**config.mk**
```make
export PLATFORM = sky130hd
export DESIGN_NAME = mips_multicycle_ctrl
export DESIGN_NICKNAME = d
export VERILOG_FILES = /design/src/rtl/mips_multicycle_ctrl.sv
export SDC_FILE = /design/constraint.sdc
export NUM_CORES = 1
export LEC_CHECK = 0
export CAP_MARGIN = 40
export CORE_MARGIN = 2
export CORE_UTILIZATION = 44
export CTS_CLUSTER_SIZE = 25
export DETAILED_ROUTE_END_ITERATION = 7
export GPL_TIMING_DRIVEN = 0
export PLACE_DENSITY = 0.88
export SKIP_CTS_REPAIR_TIMING = 1
export SLEW_MARGIN = 25
export SYNTH_ARGS = -nofsm -noshare
export SYNTH_HDL_FRONTEND = slang
export SYNTH_SLANG_ARGS = --single-unit
```
**constraint.sdc**
```tcl
create_clock -name clk -period 2.7 [get_ports clk]
set_clock_uncertainty 0.15 [all_clocks]
set_input_delay 0.675 -clock clk [delete_from_list [all_inputs] [get_ports clk]]
set_output_delay 0.675 -clock clk [all_outputs]
set_load 0.05 [all_outputs]
```
**src/rtl/mips_multicycle_ctrl.sv**
```systemverilog
// Main control FSM for the multicycle MIPS datapath: sequences fetch, decode,
// execute, memory and write-back, and drives every datapath select and enable.
module mips_multicycle_ctrl #(
    parameter int OPCODE_W = 6
) (
    input  logic                clk,
    input  logic                rst_n,
    input  logic [OPCODE_W-1:0] Opcode,
    // MemRead/MemWrite hold a request until the memory answers with
    // MemReady=1; the access completes in that same cycle and the FSM leaves
    // the memory state on the following edge. MemReady is ignored elsewhere.
    input  logic                MemReady,
    output logic                PCWrite,
    output logic                PCWriteCond,
    output logic                IorD,
    output logic                MemRead,
    output logic                MemWrite,
    output logic                IRWrite,
    output logic                MemtoReg,
    output logic [1:0]          PCSource,
    output logic [1:0]          ALUOp,
    output logic                ALUSrcA,
    output logic [1:0]          ALUSrcB,
    output logic                RegWrite,
    output logic                RegDst,
    output logic                ExtOp,
    output logic [1:0]          ImmOp,
    output logic                InstrDone,
    output logic                Illegal
);

    localparam logic [OPCODE_W-1:0] OP_RTYPE = 6'h00;
    localparam logic [OPCODE_W-1:0] OP_J     = 6'h02;
    localparam logic [OPCODE_W-1:0] OP_BEQ   = 6'h04;
    localparam logic [OPCODE_W-1:0] OP_ADDI  = 6'h08;
    localparam logic [OPCODE_W-1:0] OP_ANDI  = 6'h0C;
    localparam logic [OPCODE_W-1:0] OP_ORI   = 6'h0D;
    localparam logic [OPCODE_W-1:0] OP_LW    = 6'h23;
    localparam logic [OPCODE_W-1:0] OP_SW    = 6'h2B;

    typedef enum logic [3:0] {
        IDLE,
        FETCH,
        DECODE,
        MEMADR,
        MEMRD,
        MEMWB,
        MEMWR,
        EXEC,
        RTYPEWB,
        BRANCH,
        IEXEC,
        IWB,
        JUMP,
        ILLEGAL
    } state_t;

    state_t              state;
    state_t              nextState;
    logic [OPCODE_W-1:0] opReg;

    function automatic state_t decodeTarget(input logic [OPCODE_W-1:0] op);
        case (op)
            OP_RTYPE:               return EXEC;
            OP_LW, OP_SW:           return MEMADR;
            OP_BEQ:                 return BRANCH;
            OP_ADDI, OP_ANDI, OP_ORI: return IEXEC;
            OP_J:                   return JUMP;
            default:                return ILLEGAL;
        endcase
    endfunction

    // The opcode is captured in DECODE so later states ignore IR changes.
    always_ff @(posedge clk or negedge rst_n) begin
        if (!rst_n) begin
            state <= IDLE;
            opReg <= '0;
        end else begin
            state <= nextState;
            if (state == DECODE) begin
                opReg <= Opcode;
            end
        end
    end

    always_comb begin
        nextState = state;
        case (state)
            IDLE:    nextState = FETCH;
            FETCH:   nextState = MemReady ? DECODE : FETCH;
            DECODE:  nextState = decodeTarget(Opcode);
            MEMADR:  nextState = (opReg == OP_SW) ? MEMWR : MEMRD;
            MEMRD:   nextState = MemReady ? MEMWB : MEMRD;
            MEMWB:   nextState = FETCH;
            MEMWR:   nextState = MemReady ? FETCH : MEMWR;
            EXEC:    nextState = RTYPEWB;
            RTYPEWB: nextState = FETCH;
            BRANCH:  nextState = FETCH;
            IEXEC:   nextState = IWB;
            IWB:     nextState = FETCH;
            JUMP:    nextState = FETCH;
            ILLEGAL: nextState = ILLEGAL;
            default: nextState = IDLE;
        endcase
    end

    always_comb begin
        PCWrite     = 1'b0;
        PCWriteCond = 1'b0;
        IorD        = 1'b0;
        MemRead     = 1'b0;
        MemWrite    = 1'b0;
        IRWrite     = 1'b0;
        MemtoReg    = 1'b0;
        PCSource    = 2'b00;
        ALUOp       = 2'b00;
        ALUSrcA     = 1'b0;
        ALUSrcB     = 2'b00;
        RegWrite    = 1'b0;
        RegDst      = 1'b0;
        ExtOp       = 1'b0;
        ImmOp       = 2'b00;
        InstrDone   = 1'b0;
        Illegal     = 1'b0;
        case (state)
            FETCH: begin
                // PC+4 is computed every cycle but only committed with the IR.
                MemRead = 1'b1;
                ALUSrcB = 2'b01;
                ALUOp   = 2'b00;
                IRWrite = MemReady;
                PCWrite = MemReady;
            end
            DECODE: begin
                ALUSrcB = 2'b11;
                ExtOp   = 1'b1;
            end
            MEMADR: begin
                ALUSrcA = 1'b1;
                ALUSrcB = 2'b10;
                ExtOp   = 1'b1;
            end
            MEMRD: begin
                MemRead = 1'b1;
                IorD    = 1'b1;
            end
            MEMWB: begin
                RegWrite  = 1'b1;
                MemtoReg  = 1'b1;
                InstrDone = 1'b1;
            end
            MEMWR: begin
                MemWrite  = 1'b1;
                IorD      = 1'b1;
                InstrDone = MemReady;
            end
            EXEC: begin
                ALUSrcA = 1'b1;
                ALUOp   = 2'b10;
            end
            RTYPEWB: begin
                RegDst    = 1'b1;
                RegWrite  = 1'b1;
                InstrDone = 1'b1;
            end
            BRANCH: begin
                ALUSrcA     = 1'b1;
                ALUOp       = 2'b01;
                PCWriteCond = 1'b1;
                PCSource    = 2'b01;
                InstrDone   = 1'b1;
            end
            IEXEC: begin
                ALUSrcA = 1'b1;
                ALUSrcB = 2'b10;
                ALUOp   = 2'b11;
                // Logical immediates are zero-extended; addi is sign-extended.
                case (opReg)
                    OP_ADDI: begin
                        ExtOp = 1'b1;
                        ImmOp = 2'b00;
                    end
                    OP_ANDI: begin
                        ExtOp = 1'b0;
                        ImmOp = 2'b01;
                    end
                    OP_ORI: begin
                        ExtOp = 1'b0;
                        ImmOp = 2'b10;
                    end
                    default: begin
                        ExtOp = 1'b0;
                        ImmOp = 2'b00;
                    end
                endcase
            end
            IWB: begin
                RegWrite  = 1'b1;
                RegDst    = 1'b0;
                MemtoReg  = 1'b0;
                InstrDone = 1'b1;
            end
            JUMP: begin
                PCWrite   = 1'b1;
                PCSource  = 2'b10;
                InstrDone = 1'b1;
            end
            ILLEGAL: begin
                Illegal = 1'b1;
            end
            default: begin
                PCWrite = 1'b0;
            end
        endcase
    end

endmodule

```
After elaboration in Yosys (flattened, before gate mapping):

Cells that the tools add are included.
W data, S select, Z words.

* flip-flop bits (word level): 10
* latch bits: 0
* bits in writable memories: 0
* memory bits (read-only): 0
* input port bits: 9
* output and inout port bits: 21
* logic and storage cells: 63
* memories: 0

* add/sub/neg operators: 0
* $mul: 0
* divide/modulo/power cells: 0
* $lt $le $gt $ge: 0
* eq/ne operators: 24
* shifts and indexed selects: 0
* multiplexer cells: 25
* bitwise gates (word level): 0
* reductions and logical operators: 12

Operators by type and width (number)
* $eq A6 B4 Y1 const B: 6
* $pmux W4 S9: 1
* $eq A4 B4 Y1 const B: 6
* $pmux W4 S5: 1
* $eq A6 B6 Y1 const B: 3
* $eq A4 B3 Y1 const B: 4
* $mux W1: 12
* $pmux W2 S3: 2
* $reduce_or A2 Y1: 5
* $eq A4 B2 Y1 const B: 2
* $pmux W2 S2: 2
* $eq A6 B2 Y1 const B: 1
* $eq A6 B3 Y1 const B: 1
* $logic_not A6 Y1: 1
* $mux W2: 3
* $pmux W1 S2: 3
* $reduce_or A3 Y1: 2
* $reduce_or A6 Y1: 1
* $reduce_or A5 Y1: 1
* $eq A4 B1 Y1 const B: 1
* $logic_not A4 Y1: 1
* $reduce_or A4 Y1: 1
* $mux W3: 1

Logic depth before layout (Yosys ltp):

Gate-level depths: netlist of run 1.

* word-level depth: 4
* mapped depth: 6
* mapped depth without buffers: 4

Worst setup path before layout of run 1:

No wires, ideal clock.

* path type: register to output
* start point: reg opReg[4]
* end point: out ImmOp[0]
* arrival: 2.416 ns
* data required time: 1.875 ns
* setup slack: -0.541 ns
* stages on the path, launching flop included: 4
* path buffers: 0
* cell sequence: dfrtp_1 > nand2b_4 > or4_4 > nor4_1

* word-level cells in the longest chain between the ends: 3
* elaborated cells on any way between the ends: 4
* classes of those cells: eq/ne (2); mux (2)

RTL lines
* from (decl): RTL line 60 `logic [OPCODE_W-1:0] opReg;`
* from (signal assigned): RTL line 81 `opReg <= Opcode;`
* $eq A6 B4 Y1: RTL line 178 `case (opReg)`
* $pmux W2 S2 *: RTL line 178
* $mux W2 *: RTL line 125 `case (state)`
* to (decl): RTL line 27 `output logic [1:0] ImmOp,`

Every way passes the cells marked *; elsewhere a longest branch is shown, timed or not.

Worst setup path after layout of run 1:

* start point: reg state[0]
* end point: out ExtOp

* word-level cells in the longest chain between the ends: 3
* elaborated cells on any way between the ends: 5
* classes of those cells: eq/ne (3); mux (1); reduce/logical (1)

RTL lines
* from (decl): RTL line 58 `state_t state;`
* from (signal assigned): RTL line 79 `state <= nextState;`
* $eq A4 B2 Y1: RTL line 125
* $reduce_or A2 Y1 (no line)
* $pmux W1 S2 *: RTL line 125
* to (decl): RTL line 26 `output logic ExtOp,`

Marked as above.

==> results.ini, run 1 <==
[outcome]
outcome = finished clean

[logic_synthesis]
yosysUniqueCellTypes = 38
synth-edff-count = 0
ys.flop_type = dfrtp_1
synth.cell_area_um2 = 838
ys_async_sr_fraction_pct = 100
netlist_instances = 105
ys_seq_area_share_pct = 29.9
avgSynthCellArea_um2 = 7.98
syn-num-nets = 114
synth.top_cells.by_area = dfrtp_1 30%, mux2_2 8.1%, nor2_1 6.3%, a21oi_1 4.2%, mux2i_1 3.6%
ys_warn_count = 0
synthDominantCellAreaShare_pct = 29.9
synth-seq-cells = 10
synth_top_area_cell = dfrtp_1

[power]
power_frac_seq_pct = 17.8
irDropWorstVdd_v = 0.000649
p_sw_uw = 914
switching_share_pct = 56.3
comb_power_share_pct = 73.9
powerDensity_nw_per_um2 = 1340
leakage_nw = 0.712
pwr-share-clk_pct = 8.3
p_int_uw = 711
p_total_mw = 1.62

[timing]
rsz0062_at_grt = yes
worst_slew_pin_slew_ns = 0.522
fmax_ghz = 0.371
finalCritPeriodShare_pct = 99.8
finalSetupTns_ns = 0
min_period_ns = 2.70
setup_viol = 0
fin_ws_ns = 0.00430
fin_hold_ws_ns = 0.360
relSlewSlack_pct = 65.1
maxSlewViolCount = 0
hold_viol_final = 0

[finish]
areaGrowthSynthToFinish_pct = 44.8
nets = 147
multiInputGateArea_um2 = 553
n_fill_cell = 188
design_area_um2 = 1210
antennaDiodeCount = 0
drive_above_1_share_pct = 24.8
fin_cells = 162
utilization_pct = 68.8
register_area_um2 = 250

[grt]
grt_pass1_vias = 851
overflow = 0
grt_max_degree = 11
grt_first_pass_wirelength_mm = 3.46
grt_antenna_before_repair = 0
grt_usage_pct = 21.6

[detailed_routing]
met3_wirelength_um = 118
drcViolationCount = 0
wl_met2_mm = 1.10
drt-total-wl_mm = 2.14
final_antenna_net_count = 0
first_pass_iters = 4
highest_layer = met4
vias = 898
via_per_inst = 5.54
drt_first_iter_violations = 8
post_drt_wl_per_cell_um = 13.2
met1Wirelength_um = 890

[place]
numPlacedInstances = 159
routabilityCongestion = 0.886
io_buffers = 29
place_area_um2 = 1170
post-place-ws_ns = -0.538
dp_hpwl_mm = 1.68

[worst_setup_path]
cp_max_fo = 3
criticalPathCategory = reg2out
required_ns = 1.88
setup.worst_path.end_class = output pin
worstPathArrival_ns = 1.87
critPathLaunchType = flop

[clock_tree]
cts_buffers = 3
cts-root-buf = clkbuf_4
clock_latency_ns = 0.27
cts_buffer_depth = 2
cts_htree_levels = 1
cts_sinks = 10
cts_tree = yes
clk_pin_slew_ns = 0.06

[job]
cap_violations = 0

[floorplanning]
dieWidth_um = 47.7
fp.dieH_um = 47.7
start_util_pct = 47.5
rows = 15
core_region_area_um2 = 1760
dieArea_um2 = 2270
pin_count = 30

[min_path]
hold_class = reg2reg

synthesized netlist by cell type, types with 2 or more instances:
| master | count |
|---|---|
| nor2_1 | 14 |
| dfrtp_1 | 10 |
| nand2_1 | 8 |
| a21oi_1 | 7 |
| mux2_2 | 6 |
| nor3_1 | 6 |
| buf_2 | 4 |
| nand2b_1 | 4 |
| clkbuf_1 | 3 |
| mux2i_1 | 3 |
| nor4_1 | 3 |
| o22ai_1 | 3 |
| o31ai_1 | 3 |
| a211o_1 | 2 |
| a31oi_1 | 2 |
| and2_1 | 2 |
| inv_1 | 2 |
| nand4b_1 | 2 |
| o21ai_0 | 2 |
logic make-up (layout without fill, tap and decap cells):
| group | after synthesis | in the layout | synth area share (%) |
|---|---|---|---|
| mux | 9 | 9 | 11.6 |
| flops | 10 | 10 | 29.9 |
| simple gates | 50 | 50 | 32.8 |
| buf+inv | 11 | 43 | 5.97 |
| xor+xnor | 1 | 1 | 1.04 |
| compound gates | 24 | 24 | 18.7 |
critical path, stage by stage (launching register included):
cell     delay (ns)
dfrtp_1        0.39
or4_4          0.55
or3_4          0.34
a21oi_2        0.15
buf_6          0.17
routing by layer:
layer  GRT usage, %  vias to the layer above
li1               -                      447
met1           24.2                      414
met2           39.2                       33
met3           2.64                        4
met4           11.9                        0
met5              0                        -
registers in the layout (all words and copies together), names as in the netlist:
register	count
opReg	6
state	4
cell usage in the layout, fill, tap and decap left out, types with 2 or more instances in the layout:
cell             instances
a211o_1                  2
a21oi_1                  7
a31oi_1                  2
and2_1                   2
buf_2                    4
clkbuf_2                 6
clkbuf_4                 7
clkdlybuf4s50_1          7
dfrtp_1                 10
dlymetal6s2s_1          13
inv_1                    2
mux2_2                   6
mux2i_1                  3
nand2_1                  8
nand2b_1                 4
nand4b_1                 2
nor2_1                  14
nor3_1                   5
nor4_1                   3
o21ai_0                  2
o22ai_1                  3
o31ai_1                  2
final cells by class:
class / count / area share [%]
Multi-Input combinational cell: 84 / 45.6
Buffer: 8 / 3.40
Timing Repair Buffer: 29 / 24.2
Tap cell: 25 / 2.58
Sequential cell: 10 / 20.6
Inverter: 2 / 0.619
Clock buffer: 4 / 2.99
power by group through the flow:
| stage | combinational (mW) | clock [mW] | sequential [mW] |
|---|---|---|---|
| 3_5_place_dp | 1.27 | 0 | 0.279 |
| 6_report | 1.20 | 0.135 | 0.289 |
| 5_1_grt | 1.29 | 0.146 | 0.298 |
| 2_1_floorplan | 0.938 | 0 | 0.264 |
| 3_3_place_gp | 1.25 | 0 | 0.273 |
| 4_1_cts | 1.27 | 0.140 | 0.276 |
worst paths after layout:
| kind | from | end | slack [ns] | cells after the start |
|---|---|---|---|---|
| setup / recovery | state[0] | ExtOp | 0.004 | 4 |
| hold / removal | opReg[4] | opReg[4] | 0.36 | 1 |
| setup reg to reg | state[2] | state[1] | 1.08 | 5 |
| hold reg to reg | opReg[4] | opReg[4] | 0.36 | 1 |
| max in group asynchronous | rst_n | state[1] | 1.53 | 1 |
| min in group asynchronous | rst_n | opReg[1] | 0.56 | 1 |
(Power assumes the default switching activity.)
==> run 2, diff against run 1 <==
CAP_MARGIN = not set   (was 40)
==> results of run 2 <==
Same layout as run 1: the final DEF is identical, and so are final timing and power.
==> run 3, diff against run 2 <==
MAX_ROUTING_LAYER = met4   (was not set)
==> run 3 against run 2 <==
  * Worst setup slack worse by 0.0015 ns
  * Clock-buffer cell count unchanged
  * Sequential power barely moved
  * Sequential share of layout area unchanged
  * Cell area unchanged
  * Sequential cell count unchanged
  * Die area is the same
  * Largest cell class unchanged
==> results.ini, run 3 (synthesis results as in run 1) <==
[outcome]
outcome = finished clean

[power]
leakage_nw = 0.712
power_frac_seq_pct = 17.7
switching_share_pct = 56.3
pwr-share-clk_pct = 8.3
p_total_mw = 1.63
irDropWorstVdd_v = 0.000646
p_sw_uw = 915
p_int_uw = 711
powerDensity_nw_per_um2 = 1340
comb_power_share_pct = 74.0

[finish]
utilization_pct = 68.8
mostFrequentLayoutCells = 14 x nor2_1, 13 x dlymetal6s2s_1, 10 x dfrtp_1, 8 x nand2_1
largest_register_ffs = 6
areaGrowthSynthToFinish_pct = 44.8
drive_above_1_share_pct = 24.8
final_common_cell = nor2_1
top_register = opReg
nets = 147
top_regs = opReg (6), state (4)
fin_cells = 162
antennaDiodeCount = 0

[grt]
grt_max_degree = 11
grt_usage_pct = 22.3
grt_first_pass_wirelength_mm = 3.46
overflow = 0
grt_antenna_before_repair = 0
grt_pass1_vias = 847

[detailed_routing]
post_drt_wl_per_cell_um = 13.1
drcViolationCount = 0
drt_first_iter_violations = 4
first_pass_iters = 4
drt-total-wl_mm = 2.12
vias = 906
via_per_inst = 5.59
final_antenna_net_count = 0

[floorplanning]
rows = 15
core_region_area_um2 = 1760
dieWidth_um = 47.7
fp.dieH_um = 47.7
start_util_pct = 47.5
dieArea_um2 = 2270
pin_count = 30

[timing]
setup_viol = 0
fin_ws_ns = 0.00275
worst_slew_pin_slew_ns = 0.522
finalCritPeriodShare_pct = 99.9
relSlewSlack_pct = 65.1
rsz0062_at_grt = yes
fmax_ghz = 0.371
min_period_ns = 2.70
hold_viol_final = 0
maxSlewViolCount = 0

[clock_tree]
cts-root-buf = clkbuf_4
clock_latency_ns = 0.27
cts_sinks = 10
cts_buffers = 3
cts_tree = yes
cts_htree_levels = 1
clk_pin_slew_ns = 0.06
cts_buffer_depth = 2

[worst_setup_path]
required_ns = 1.88
critPathLaunchType = flop
criticalPathCategory = reg2out
setup.worst_path.end_class = output pin
cp_max_fo = 3
worstPathArrival_ns = 1.87

[min_path]
hold_class = reg2reg

[job]
cap_violations = 0

[place]
routabilityCongestion = 0.901
io_buffers = 29
post-place-ws_ns = -0.538
numPlacedInstances = 159
dp_hpwl_mm = 1.68

==> run 3: cell counts in the layout (fill, tap and decap cells not counted) <==
Identical to the previous run, type by type.
==> run 3: power groups by stage <==
| stage | combinational [mW] | clock (mW) | sequential (mW) |
|---|---|---|---|
| floorplan | 0.938 | 0 | 0.264 |
| global placement | 1.25 | 0 | 0.273 |
| detailed placement | 1.27 | 0 | 0.279 |
| CTS | 1.27 | 0.140 | 0.276 |
| global route | 1.29 | 0.146 | 0.298 |
| finish | 1.20 | 0.135 | 0.288 |
==> run 3: cell type report <==
class	instances	area (um2)
Multi-Input combinational cell	84	553
Fill cell	188	551
Timing Repair Buffer	29	294
Tap cell	25	31.3
Inverter	2	7.51
Buffer	8	41.3
Sequential cell	10	250
Clock buffer	4	36.3
==> run 3: worst max-delay path, stage by stage (launching register included) <==
cell      delay [ns]
dfrtp_1         0.38
nand2b_4        0.14
or4_4           0.43
or3_4           0.34
a21oi_2         0.15
buf_6           0.17
==> run 3: path summary, 6_finish.rpt <==
| kind | from | to | slack [ns] | cells after the start |
|---|---|---|---|---|
| min in group asynchronous | rst_n | opReg[1] | 0.56 | 1 |
| setup reg to reg | state[2] | state[1] | 1.08 | 5 |
| hold / removal | opReg[4] | opReg[4] | 0.37 | 1 |
| setup / recovery | opReg[4] | ExtOp | 0.003 | 5 |
| hold reg to reg | opReg[4] | opReg[4] | 0.37 | 1 |
| max in group asynchronous | rst_n | state[1] | 1.54 | 1 |
==> run 3: stage by stage <==
step	area [um2]	hold WS [ns]	TNS [ns]
2_1_floorplan	848	0.229	-1.08
3_3_place_gp	1170	0.340	-2.34
3_5_place_dp	1170	0.350	-2.64
4_1_cts	1210	0.363	-7.45
5_1_grt	1210	0.394	-0.0516
6_report	1210	0.365	0
==> run 3: per-layer routing <==
metal  GRT usage [%]  wire [um]  up-vias
li1                -          -      444
met1            24.5        863      422
met2            38.9       1090       35
met3            2.64        135        5
met4            11.9         36        0
met5               -          0        -
==> edit 1 (settings of run 1) <==
Make the reset (`rst_n`) synchronous in one clocked block.
--- a/src/rtl/mips_multicycle_ctrl.sv
+++ b/src/rtl/mips_multicycle_ctrl.sv
@@ -71,7 +71,7 @@
     endfunction
 
     // The opcode is captured in DECODE so later states ignore IR changes.
-    always_ff @(posedge clk or negedge rst_n) begin
+    always_ff @(posedge clk) begin
         if (!rst_n) begin
             state <= IDLE;
             opReg <= '0;
Behaviour: differs if rst_n is asserted again (counterexample within 4 cycles, from zero or initial values and one cycle with rst_n low); with rst_n held inactive, the same outputs for 10 cycles.
==> edit 1 against run 1 <==
  * Setup slack better by 0.14 ns
  * Utilization is 3.7 points lower
  * Sequential cell count stayed put
  * Highest routed layer unchanged
  * Routed wire length is 7.6% higher
  * Area after synthesis is 3.7% higher
  * Largest cell class unchanged
  * Design area is 2.1% higher
Power is left out: it rests on default switching activity, and per cell area and clock period it moved more than threefold.
==> edit 1: results (changes against run 1) <==
| Metric | Value |
|---|---|
| Gr usage total | 0.206 (-0.00940) |
| Layout cell share with drive strength beyond 1 | 0.132 (-0.117) |
| Placed instance area | 0.00120 mm2 (+2.5%) |
| Cell family with most CP delay | buffers and inverters |
| Hold path startpoint | opReg[4] |
| Largest cells by area after synthesis | dfxtp_1 (23%), mux2i_1 (8.1%), nor2_1 (7.3%) |
| Cell depth of the worst flop-to-flop path | 5 (unchanged) |
| Initial DRC count | 3 (-5) |
| Biggest cell delay along the critical path | 0.30 ns (-0.25 ns) |
| Vias per cell | 5.46 (-1.5%) |
| WHS Path Cells | 2 (+1) |
| Vias in the first global route | 902 (+6.0%) |
| Met1 Use GR | 0.256 (+0.0133) |
| Pre-CTS WS | -0.482 ns (+0.0563 ns) |
| Mux cell area share after synthesis | 0.0806 (-0.0358) |
| Hold Path Sink | opReg[4] |
| Worst-Margin Slew | 0.586 ns (+0.0642 ns) |
| Top cells by count, synth | nor2_1 (17), a21oi_1 (10), dfxtp_1 (10), nand2b_1 (8), nor2b_1 (8) |
| Placer Congestion | 0.863 (-2.7%) |
| Final net count | 163 (+11%) |
| WL met2 | 1090 um (-0.64%) |
| Synthesized net count | 129 (+13%) |
| Global-route wire length before repair | 3950 um (+14%) |
| Status | finished, final reports clean |
| Seq/Total Area, Yosys | 0.230 (-0.0683) |
| Compound-Gate Fraction of Synth Area | 0.217 (+0.0307) |
| R2R Path Start | state[2] |
| R2r setup slk | 1.06 ns (-0.02 ns) |
| Fraction of registers with async set/reset | 0 (-1.00) |
| Met3 GRT Util | 0.0370 (+0.0106) |
| M1 WL | 1030 um (+15%) |
| Avg WL per Cell | 12.9 um (-2.6%) |
| XOR/XNOR Fraction of Synth Area | 0.0201 (+0.00970) |
| Met3 Routed Length | 138 um (+17%) |
| Critical path fanouts, max | 10 (+7) |
| Reg-to-reg endpoint | state[2] |
| GR Util met2 | 0.338 (-0.0539) |
| Slowest cell on crit path | dfxtp_1 |
## edit 1: cell types whose count changed after synthesis, sizes merged, moves of 3 or more
cell	delta
dfrtp	-10
o31ai	-3
dfxtp	+10
nand2b	+3
mux2	-6
nor2b	+7
mux2i	+4
nand3	+5
## edit 1: final cells by class
cell class,count,area [um2]
buffer,9,51.3
clock buffer,3,22.5
fill,170,663
inverter,3,11.3
multi-input combinational,98,612
sequential,10,200
tap,27,33.8
timing repair buffer,29,308
## edit 1: worst max path at each step
stage	startpoint	endpoint	slack (ns)
after CTS	MemReady	PCWrite	-0.49
after detailed placement	MemReady	PCWrite	-0.48
after global routing	state[0]	ExtOp	0.007
final	state[0]	InstrDone	0.14
after floorplan	state[0]	ALUSrcA	0.04
after global placement	MemReady	PCWrite	-0.49
## edit 1: stage by stage
step                hold slack, ns  cells
CTS                          0.373    179
detailed placement           0.356    176
finish                       0.373    179
global route                 0.399    179
global placement             0.341    176
floorplan                    0.323    120
==> edit 2 (settings of run 1) <==
Made on the original files. Change the parameter `OPCODE_W` from 6 to 12.
--- a/src/rtl/mips_multicycle_ctrl.sv
+++ b/src/rtl/mips_multicycle_ctrl.sv
@@ -1,7 +1,7 @@
 // Main control FSM for the multicycle MIPS datapath: sequences fetch, decode,
 // execute, memory and write-back, and drives every datapath select and enable.
 module mips_multicycle_ctrl #(
-    parameter int OPCODE_W = 6
+    parameter int OPCODE_W = 12
 ) (
     input  logic                clk,
     input  logic                rst_n,
Interface: changed (resized Opcode); port bits go from 30 to 36. The function was not compared with the original's and may differ.
==> edit 2 against run 1 <==
  * Sequential power is 61% higher
  * Count of clock-buffer cells in the layout unchanged
  * Sequential cell count grew 6
  * Power rose by 20%
  * Setup slack got worse by 0.053 ns
  * Via count increased by 22%
  * Area after synthesis increased by 33%
  * The flow now finishes with violations (setup timing)
  * Sequential share of layout area grew 4.7 points
  * Design area rose by 30%
  * Clock power grew 15%
  * Routed wire length up 38%
  * Non-clock buffer count up 6
==> edit 2: results (changes against run 1) <==
| Metric | Value |
|---|---|
| Status | complete, but fails checks |
| Failing checks | setup timing |
| Final setup TNS | -0.0485 ns (-0.0485 ns) |
| XOR/XNOR Fraction of Synth Area | 0.00786 (-0.00259) |
| Pre-CTS WS | -0.642 ns (-0.104 ns) |
| Mux cell area share after synthesis | 0.146 (+0.0295) |
| R2R Path Start | state[0] |
| Hold path startpoint | opReg[3] |
| WL met2 | 1520 um (+38%) |
| GR Util met2 | 0.412 (+0.0198) |
| Placed instance area | 0.00152 mm2 (+30%) |
| Static Leak | 0.872 nW (+23%) |
| # setup viols final | 1 (+1) |
| Final net count | 178 (+21%) |
| Distinct cells, synth | 40 (+5.3%) |
| Vias | 1093 (+22%) |
| P_int | 940 uW (+32%) |
| Clock Power | 155 uW (+15%) |
| Vias in the first global route | 1070 (+26%) |
| Reg-to-reg endpoint | opReg[7] |
| Clk slew on worst S/H paths | 0.09 ns (+0.03 ns) |
| Fin worst setup slack | -0.0485 ns (-0.0528 ns) |
| IO Port Bufs | 35 (+21%) |
| Seq/Total Area, Yosys | 0.359 (+0.0606) |
| Met1 Use GR | 0.209 (-0.0332) |
| Slowest cell on crit path | dfrtp_1 |
edit 2: worst max-delay path by stage:
stage | startpoint | end | slack (ns) | depth (start not counted)
floorplan | state[3] | ImmOp[0] | -0.13 | 5
global placement | MemReady | InstrDone | -0.63 | 6
detailed placement | MemReady | InstrDone | -0.64 | 6
CTS | opReg[4] | ExtOp | -0.67 | 4
global route | state[1] | InstrDone | -0.24 | 6
finish | state[1] | InstrDone | -0.05 | 6
edit 2: critical path: cells and delay by family, from the launching register on:
kind,cells,cell delay (ns)
DFF,1,0.48
and+or+nand+nor,1,0.11
buffers and inverters,2,0.66
AOI/OAI and AO/OA,3,0.38
edit 2: final cells by class:
| type | instances | area [um2] |
|---|---|---|
| Fill cell | 224 | 850 |
| Multi-Input combinational cell | 95 | 687 |
| Sequential cell | 16 | 400 |
| Timing Repair Buffer | 35 | 352 |
| Buffer | 8 | 55.1 |
| Tap cell | 30 | 37.5 |
| Clock buffer | 4 | 36.3 |
| Inverter | 4 | 15.0 |
